## src/rtl/neuron_layer_sched.sv

```systemverilog
// Layer sequencer: walks each neuron of a layer through one shared
// scalar-product + LUT datapath and streams the activated results out in index order.
module neuron_layer_sched #(
    parameter int unsigned NUM_NEURONS = 4,
    parameter int unsigned ADDR_W      = 2,
    parameter int unsigned DATA_W      = 32,
    parameter int unsigned SP_LATENCY  = 2
) (
    input  logic              clk,
    input  logic              rst,
    input  logic              in_valid,
    output logic              in_ready,
    input  logic [DATA_W-1:0] in_x1,
    input  logic [DATA_W-1:0] in_x2,
    input  logic              wt_we,
    input  logic [ADDR_W-1:0] wt_addr,
    input  logic [DATA_W-1:0] wt_w1,
    input  logic [DATA_W-1:0] wt_w2,
    output logic              wt_err,
    output logic [DATA_W-1:0] dp_a,
    output logic [DATA_W-1:0] dp_w1,
    output logic [DATA_W-1:0] dp_b,
    output logic [DATA_W-1:0] dp_w2,
    output logic              dp_issue,
    input  logic [DATA_W-1:0] dp_result,
    output logic              out_valid,
    input  logic              out_ready,
    output logic [DATA_W-1:0] out_data,
    output logic [ADDR_W-1:0] out_idx,
    output logic              out_last,
    output logic              busy
);

    localparam int unsigned DEPTH = 2 ** ADDR_W;
    localparam int unsigned CNT_W = 4;

    typedef enum logic [1:0] {
        IDLE,
        ISSUE,
        WAIT,
        OUT
    } state_t;

    state_t              state_q, state_d;
    logic [ADDR_W-1:0]   idx_q, idx_d;
    logic [CNT_W-1:0]    cnt_q, cnt_d;
    logic [DATA_W-1:0]   dp_a_q, dp_a_d, dp_b_q, dp_b_d;
    logic [DATA_W-1:0]   dp_w1_q, dp_w1_d, dp_w2_q, dp_w2_d;
    logic                dp_issue_q, dp_issue_d;
    logic                out_valid_q, out_valid_d;
    logic [DATA_W-1:0]   out_data_q, out_data_d;
    logic [ADDR_W-1:0]   out_idx_q, out_idx_d;
    logic                out_last_q, out_last_d;
    logic                wt_err_q, wt_err_d;
    logic                wt_commit;

    logic [DATA_W-1:0]   w1_mem [DEPTH];
    logic [DATA_W-1:0]   w2_mem [DEPTH];

    logic [ADDR_W-1:0]   next_idx;
    logic                idx_is_last;
    logic                addr_ok;

    assign next_idx    = idx_q + ADDR_W'(1);
    assign idx_is_last = ({1'b0, idx_q} == (ADDR_W+1)'(NUM_NEURONS - 1));
    assign addr_ok     = ({1'b0, wt_addr} < (ADDR_W+1)'(NUM_NEURONS));

    // A weight write always takes priority over a vector handshake in the same cycle.
    assign in_ready = (state_q == IDLE) && !wt_we && !rst;
    assign busy     = (state_q != IDLE);

    assign dp_a      = dp_a_q;
    assign dp_b      = dp_b_q;
    assign dp_w1     = dp_w1_q;
    assign dp_w2     = dp_w2_q;
    assign dp_issue  = dp_issue_q;
    assign out_valid = out_valid_q;
    assign out_data  = out_data_q;
    assign out_idx   = out_idx_q;
    assign out_last  = out_last_q;
    assign wt_err    = wt_err_q;

    // Weight register file; intentionally survives reset.
    always_ff @(posedge clk) begin
        if (wt_commit) begin
            w1_mem[wt_addr] <= wt_w1;
            w2_mem[wt_addr] <= wt_w2;
        end
    end

    always_ff @(posedge clk) begin
        if (rst) begin
            state_q     <= IDLE;
            idx_q       <= '0;
            cnt_q       <= '0;
            dp_a_q      <= '0;
            dp_b_q      <= '0;
            dp_w1_q     <= '0;
            dp_w2_q     <= '0;
            dp_issue_q  <= 1'b0;
            out_valid_q <= 1'b0;
            out_data_q  <= '0;
            out_idx_q   <= '0;
            out_last_q  <= 1'b0;
            wt_err_q    <= 1'b0;
        end else begin
            state_q     <= state_d;
            idx_q       <= idx_d;
            cnt_q       <= cnt_d;
            dp_a_q      <= dp_a_d;
            dp_b_q      <= dp_b_d;
            dp_w1_q     <= dp_w1_d;
            dp_w2_q     <= dp_w2_d;
            dp_issue_q  <= dp_issue_d;
            out_valid_q <= out_valid_d;
            out_data_q  <= out_data_d;
            out_idx_q   <= out_idx_d;
            out_last_q  <= out_last_d;
            wt_err_q    <= wt_err_d;
        end
    end

    // Next-state and registered-output logic; dp_* only change when a new neuron is loaded.
    always_comb begin
        state_d     = state_q;
        idx_d       = idx_q;
        cnt_d       = cnt_q;
        dp_a_d      = dp_a_q;
        dp_b_d      = dp_b_q;
        dp_w1_d     = dp_w1_q;
        dp_w2_d     = dp_w2_q;
        dp_issue_d  = 1'b0;
        out_valid_d = out_valid_q;
        out_data_d  = out_data_q;
        out_idx_d   = out_idx_q;
        out_last_d  = out_last_q;
        wt_err_d    = 1'b0;
        wt_commit   = 1'b0;

        if (wt_we) begin
            if ((state_q == IDLE) && addr_ok && !rst) begin
                wt_commit = 1'b1;
            end else begin
                wt_err_d = 1'b1;
            end
        end

        case (state_q)
            IDLE: begin
                if (in_valid && in_ready) begin
                    dp_a_d     = in_x1;
                    dp_b_d     = in_x2;
                    dp_w1_d    = w1_mem[0];
                    dp_w2_d    = w2_mem[0];
                    idx_d      = '0;
                    dp_issue_d = 1'b1;
                    state_d    = ISSUE;
                end
            end
            ISSUE: begin
                if (SP_LATENCY == 0) begin
                    out_data_d  = dp_result;
                    out_idx_d   = idx_q;
                    out_last_d  = idx_is_last;
                    out_valid_d = 1'b1;
                    state_d     = OUT;
                end else begin
                    cnt_d   = CNT_W'(1);
                    state_d = WAIT;
                end
            end
            WAIT: begin
                if (cnt_q == CNT_W'(SP_LATENCY)) begin
                    out_data_d  = dp_result;
                    out_idx_d   = idx_q;
                    out_last_d  = idx_is_last;
                    out_valid_d = 1'b1;
                    state_d     = OUT;
                end else begin
                    cnt_d = cnt_q + CNT_W'(1);
                end
            end
            OUT: begin
                if (out_ready) begin
                    out_valid_d = 1'b0;
                    if (out_last_q) begin
                        state_d = IDLE;
                    end else begin
                        idx_d      = next_idx;
                        dp_w1_d    = w1_mem[next_idx];
                        dp_w2_d    = w2_mem[next_idx];
                        dp_issue_d = 1'b1;
                        state_d    = ISSUE;
                    end
                end
            end
            default: state_d = IDLE;
        endcase
    end

endmodule
```

## config.mk

```make
export PLATFORM = sky130hd
export DESIGN_NAME = neuron_layer_sched
export DESIGN_NICKNAME = d
export VERILOG_FILES = /design/src/rtl/neuron_layer_sched.sv
export SDC_FILE = /design/constraint.sdc
export NUM_CORES = 1
export LEC_CHECK = 0
export BUFFER_PORTS_ARGS = -buffer_cell sky130_fd_sc_hd__buf_4
export CORE_MARGIN = 10
export CORE_UTILIZATION = 59
export CTS_BUF_LIST = sky130_fd_sc_hd__clkbuf_4 sky130_fd_sc_hd__clkbuf_8 sky130_fd_sc_hd__clkbuf_16
export CTS_CLUSTER_SIZE = 8
export DETAILED_ROUTE_END_ITERATION = 16
export MAX_ROUTING_LAYER = met4
export PLACE_DENSITY = 0.85
export SKIP_LAST_GASP = 1
export SLEW_MARGIN = 30
export SYNTH_ARGS = -nofsm -noshare
export SYNTH_HDL_FRONTEND = slang
export SYNTH_SLANG_ARGS = --single-unit
```

## constraint.sdc

```tcl
create_clock -name clk -period 16.1 [get_ports clk]
set_clock_uncertainty 0.05 [all_clocks]
set_input_delay 1.61 -clock clk [delete_from_list [all_inputs] [get_ports clk]]
set_output_delay 1.61 -clock clk [all_outputs]
set_load 0.02 [all_outputs]
```

==> qor.yml, run 1 <==
status:
  outcome: "complete, no violations"
logic_synthesis:
  synth_nets: 1471
  synth_simple_gate_area_share_pct: 7.57
  synthAdderAreaFrac_pct: 0.611
  synthMuxAreaShare_pct: 4.04
  synth_seq_cells: 430
  synth_top_area_cell: "edfxtp_1"
  async_flop_share_pct: 0
  synth-edff-count: 256
  synth_compound_area_share_pct: 16.5
  synth_common_cells: "edfxtp_1 (256), nand2_1 (207), dfxtp_1 (174), a21oi_1 (169), clkbuf_1 (78)"
  synthMostInstantiatedCell: "edfxtp_1"
  synth-warning-count: 0
  syn_avg_cell_area_um2: 12.6
  yosysTopAreaCellShare_pct: 46.9
  netlist_area_um2: 16400
  syn_inst: 1296
  synth_top_family_by_area: "compound AO/OA/AOI/OAI gates"
  synthFlopType: "edfxtp_1"
  synth_cell_type_count: 42
  seq_area_frac_synth_pct: 68.2
  synthTopCellsByArea: "edfxtp_1 (47%), dfxtp_1 (21%), a21oi_1 (5.2%)"
  synth_xor_area_share_pct: 0.0535
routing:
  routed_wirelength_um: 45700
  wl_per_cell_um: 22.6
  drtPass1Iterations: 5
  ant_nets: 0
  route.detailed.drc: 0
  drt-vias-per-instance: 5.93
  first_iter_violations: 904
  vias: 12000
worst_setup_path:
  worstPathMaxFanout: 42
  worstPathRequired_ns: 14.44
  worstSetupPathType: "input pin to primary output"
  rr_worst_depth: 6
  arrival_ns: 2.30
  crit_top_cell: "buf_4"
  start_kind: "input pin"
  cpPeakStageDelay_ns: 0.39
  path_cells: "buf_4, nor3_1, buf_4"
  cp_slowest_cell: "buf_4"
  cp-end-kind: "primary output"
clock_tree:
  clock_sinks: 430
  cts_hold_buf: 0
  post-cts-setup-buffers: 0
  clk_latency_ns: 0.57
  htree_levels: 2
  clockBufferDepth: 3
  root_buffer: "clkbuf_16"
  post_cts_resized: 0
  cts_tree: "done"
  cts_buffers: 59
  clk_pin_slew_ns: 0.05
flow_run:
  cap_violations: 0
floorplan:
  die_h_um: 187
  initial_core_util_pct: 60.3
  dieArea_um2: 34800
  core_area_um2: 27200
  io_pins: 335
  fp.dieW_um: 187
  rows: 60
power_and_ir_drop:
  cellLeakagePower_nw: 7.76
  peakVddDrop_v: 0.000131
  power.density_nw_per_um2: 151
sta:
  period_needed_ns: 3.96
  setup_tns_ns: 0
  slew_viol_final: 0
  setup_viol: 0
  final-hold-violation-count: 0
  finalCritPeriodShare_pct: 24.6
  fmax_mhz: 253
  max_slew_margin_pct: 37.7
  tightest_slew_ns: 0.934
  grt_setup_unrepaired: "no"
grt:
  antenna_found_initial: 3
  grt_pass1_vias: 12100
  grt_pass1_wl_um: 69400
  track_usage_pct: 25.5
  grt_max_degree: 96
  overflow: 0
place:
  place_congestion: 0.899
  numPortBuffers: 334
  place_area_um2: 19100
  hpwl_um: 27100
final_layout:
  drive_above_1_share_pct: 31.8
  fill_cells: 1640
  fin_util_pct: 77.2
  area_growth_pct: 28.1
  design_area_um2: 21000
  final_nets: 1777
  register_area_um2: 11200
  multi_input_area_um2: 4800
min_path:
  hp-class: "register to register"
  hold_depth: 2
## flip-flops by register name, indices dropped and copies added (netlist names), 2 cells and up
register / flops
dp_w1: 32
out_idx: 2
dp_b: 32
state_q: 2
out_data: 32
dp_w2: 32
w1_mem: 128
idx_q: 2
w2_mem: 128
dp_a: 32
cnt_q: 4
## logic make-up (layout without fill, tap and decap cells)
group | after synthesis | after routing
adder cells (fa/ha/maj) | 8 | 8
XOR/XNOR | 1 | 1
AND/OR/NAND/NOR | 311 | 311
other | 0 | 4
AO/OA/AOI/OAI | 366 | 366
flip-flops | 430 | 430
multiplexers | 66 | 66
buffers and inverters | 114 | 461
## critical path, delay by kind of cell
kind                   cells  cell delay [ns]
AND/OR/NAND/NOR            1             0.10
buffers and inverters      2             0.58
## power by group
part / switching, mW / internal [mW]
Clock: 0.431 / 0.755
Combinational: 0.389 / 0.249
Sequential: 0.0669 / 1.28
## metal layers
metal / wire length (µm) / track usage [%] / vias up
li1: - / - / 5455
met1: 17500 / 29.3 / 5813
met2: 23200 / 43.1 / 615
met3: 3530 / 5.36 / 93
met4: 1470 / 10.2 / 0
met5: 0 / - / -
## placed cells by master (no fill, tap or decap), types with 4 or more instances in the layout
| cell | netlist | routed |
|---|---|---|
| a31o_1 | 10 | 10 |
| a21oi_1 | 169 | 169 |
| nand2_1 | 207 | 206 |
| buf_6 | 4 | 5 |
| clkbuf_16 | 0 | 60 |
| inv_1 | 7 | 7 |
| nor2_1 | 74 | 71 |
| nor3_1 | 5 | 5 |
| o21ai_0 | 4 | 4 |
| diode_2 | 0 | 4 |
| ha_1 | 8 | 6 |
| dfxtp_1 | 174 | 174 |
| o22a_1 | 61 | 61 |
| o2111a_1 | 60 | 60 |
| clkbuf_4 | 0 | 39 |
| nand3_1 | 5 | 4 |
| a31o_2 | 50 | 50 |
| buf_4 | 7 | 343 |
| edfxtp_1 | 256 | 256 |
| mux2i_1 | 65 | 65 |
## through the flow
stage                     hold slack (ns)  setup WS, ns  instances  power, mW
after floorplan                     0.397          8.75       1296       1.74
after global placement              0.393         12.16       1911       1.97
after detailed placement            0.397         12.15       1911       1.99
after CTS                           0.404         12.15       2013       3.18
after global routing                0.418         12.11       2018       3.28
final                               0.401         12.14       2019       3.17
## cell type report
class                      instances  share of cell area (%)
inverter                           9                   0.173
tap                              372                    2.22
timing repair buffer             350                    12.8
sequential                       430                    53.2
multi-input combinational        752                    22.8
antenna                            4                  0.0477
clock buffer                     100                    8.61
clock inverter                     2                   0.119
## worst paths after layout
path / startpoint / endpoint / slack, ns
worst max-delay path: rst / in_ready / 12.14
worst min-delay path: dp_b[0] / dp_b[0] / 0.40
worst max register to register: idx_q[0] / dp_w2[29] / 12.69
worst min register to register: dp_b[0] / dp_b[0] / 0.40
No activity file was read; power rests on OpenSTA's default activity.
==> run 2, diff against run 1 <==
ABC_AREA = 1   (was default)
CORE_UTILIZATION = 50   (was 59)
PLACE_DENSITY = 0.76   (was 0.85)
clock period = 3.44 ns   (was 16.1 ns; I/O delays follow)
==> run 2 against run 1 <==
Compared with the run above:
- worst hold slack got worse by 0.39 ns
- sequential power increased to 4.6 times the previous value
- clock power grew to 4.7 times the previous value
- setup slack lost 11 ns
- register-to-register slack got worse by 12 ns
- power rose to 4.8 times the previous value
- sequential cell count unchanged
==> qor.yml, run 2 <==
status:
  outcome: "complete, no violations"
routing:
  routed_wirelength_um: 49100
  vias: 13700
  route.detailed.drc: 0
  drtPass1Iterations: 5
  wl_per_cell_um: 18.2
  drt-vias-per-instance: 5.06
  ant_nets: 0
  first_iter_violations: 892
logic_synthesis:
  synth_top_area_cell: "edfxtp_1"
  synth_nets: 1921
  netlist_area_um2: 16800
  syn_avg_cell_area_um2: 9.63
  synth_seq_cells: 430
  syn_inst: 1746
  seq_area_frac_synth_pct: 66.5
  yosysTopAreaCellShare_pct: 45.7
  synth-warning-count: 0
  synth-edff-count: 256
  synth_cell_type_count: 27
  synthTopCellsByArea: "edfxtp_1 (46%), dfxtp_1 (21%), nand2_1 (7.6%)"
  synthMostInstantiatedCell: "nand2_1"
  async_flop_share_pct: 0
  synthFlopType: "edfxtp_1"
  synth_common_cells: "nand2_1 (340), nor2_1 (262), edfxtp_1 (256), inv_1 (243), dfxtp_1 (174)"
grt:
  met2_usage_pct: 40.8
  grt_max_degree: 91
  grt_pass1_wl_um: 74800
  track_usage_pct: 23.5
  top_usage_layer: "met2"
  grt.met3_usage_pct: 5.33
  antenna_found_initial: 3
  grt_pass1_vias: 13500
  grt_use_met1_pct: 25.6
  overflow: 0
worst_setup_path:
  worstSetupPathType: "register to register"
  worstPathRequired_ns: 3.90
  worstPathMaxFanout: 90
  r2r-start: "state_q[0]"
  r2r_end: "dp_w2[28]"
  start_kind: "register"
  crit_family: "simple AND/OR/NAND/NOR gates"
  rr_worst_depth: 9
  rrSetupSlack_ns: 0.93
  path_buf_inv: 3
  cp-end-kind: "register"
  worstSetupEndpoint: "dp_w2[28]"
  path_cells: "inv_1, ha_1, inv_2, o21ai_1, nand3_4, buf_12, nand2_1, nand2_1, nor2_1"
  critPathLaunch: "state_q[0]"
  cp_slowest_cell: "nand3_4"
  worstSetupPathDepth: 9
  crit_top_cell: "nand2_1"
  cpPeakStageDelay_ns: 0.42
  arrival_ns: 2.97
clock_tree:
  clk_pin_slew_ns: 0.06
  clk_latency_ns: 0.60
  cts_tree: "done"
  clock_sinks: 430
  htree_levels: 2
  cts_buffers: 59
  clockBufferDepth: 3
  root_buffer: "clkbuf_16"
final_layout:
  layout.cells.non_filler: 2699
  final_nets: 2383
  largest_registers: "w1_mem: 128 flops, w2_mem: 128 flops"
  final_cell_mix: "buf_4 (342), nand2_1 (340), nor2_1 (262)"
  drive_above_1_share_pct: 20.9
  area_growth_pct: 36.6
  final_common_cell: "buf_4"
  design_area_um2: 23000
  fin_util_pct: 68.8
place:
  hpwl_um: 28900
  numPortBuffers: 334
  dp_cells: 2451
  pre_cts_ws_ns: 0.973
  place_congestion: 0.894
  place_area_um2: 19700
sta:
  grt_setup_unrepaired: "no"
  finalCritPeriodShare_pct: 73.0
  period_needed_ns: 2.51
  final-hold-violation-count: 0
  fmax_mhz: 398
  setup_viol: 0
  max_slew_margin_pct: 41.3
  slew_viol_final: 0
  setup_ws_ns: 0.928
  tightest_slew_ns: 0.881
floorplan:
  rows: 67
  core_area_um2: 33400
  initial_core_util_pct: 50.4
  io_pins: 335
  die_h_um: 203
  dieArea_um2: 41400
  fp.dieW_um: 203
power_and_ir_drop:
  power.density_nw_per_um2: 659
  peakVddDrop_v: 0.000528
  cellLeakagePower_nw: 10.1
min_path:
  hp-class: "input pin to register"
  hold_start: "dp_result[27]"
flow_run:
  cap_violations: 0
==> run 2: cell types whose count changed after synthesis, sizes merged, moves of 60 or more <==
| cell | change |
|---|---|
| a21oi | -63 |
| o2111a | -60 |
| inv | +239 |
| o21ai | +164 |
| nor2 | +189 |
| mux2i | -65 |
| a31o | -60 |
| nand3 | +68 |
| o22a | -61 |
| nand2 | +134 |
==> run 2: kinds of logic after synthesis <==
| group | count (synthesis) | share of synthesized area, % |
|---|---|---|
| and+or+nand+nor | 689 | 16.2 |
| DFF | 430 | 66.5 |
| buffers and inverters | 342 | 8.43 |
| AOI/OAI and AO/OA | 276 | 8.31 |
| adders and majority gates | 8 | 0.596 |
| xor gates and xnor gates | 1 | 0.0521 |
==> run 2: cell type report <==
| class | count | area [µm²] |
|---|---|---|
| multi-input cells | 974 | 4280 |
| repair buffers | 495 | 4180 |
| well taps | 448 | 561 |
| flip-flops and latches | 430 | 11200 |
| diodes | 4 | 10.0 |
| clock buffers | 97 | 1760 |
| clock inverters | 3 | 52.6 |
| inverters | 248 | 936 |
| fillers | 2357 | 10400 |
==> run 2: where the power goes <==
part,leakage [nW],switching (mW),internal [mW]
clock network,0.925,2.10,3.47
logic,5.41,2.15,1.23
registers,3.74,0.238,5.94
total,10.1,4.49,10.6
==> run 2: worst min-delay path: stages <==
cell and delay [ns]:
buf_4 0.07, o21ai_0 0.08, a21oi_1 0.11
==> run 2: how the worst min path moves through the flow <==
| stage | end | slack, ns | cells past startpoint |
|---|---|---|---|
| 5_1_grt | out_data[21] | 0.03 | 3 |
| 4_1_cts | out_data[30] | 0.0001 | 3 |
| 6_report | out_data[27] | 0.01 | 3 |
| 3_5_place_dp | out_idx[0] | 0.39 | 2 |
| 3_3_place_gp | out_data[17] | 0.38 | 2 |
| 2_1_floorplan | w1_mem[0][0] | 0.39 | 0 |
==> run 2: metal layers <==
metal  share of wire (%)  vias up
li1                    -     6534
met1                  39     6461
met2                  50      563
met3                 7.2      108
met4                 3.3        0
met5                   0        -
==> run 2: per-stage QoR <==
step	setup TNS, ns	hold WS (ns)	power, mW
after detailed placement	0	0.387	9.48
after CTS	0	0.000140	15.2
after global routing	0	0.0273	15.8
after floorplan	-149.22	0.393	8.32
final	0	0.0117	15.1
after global placement	0	0.384	9.36
==> run 2: what timing repair did <==
| item | CTS | global route |
|---|---|---|
| hold buffers | 144 | 0 |
| setup buffers | 0 | 0 |
| resized for setup | 0 | 0 |
| endpoints found under the hold margin | 339 | 0 |
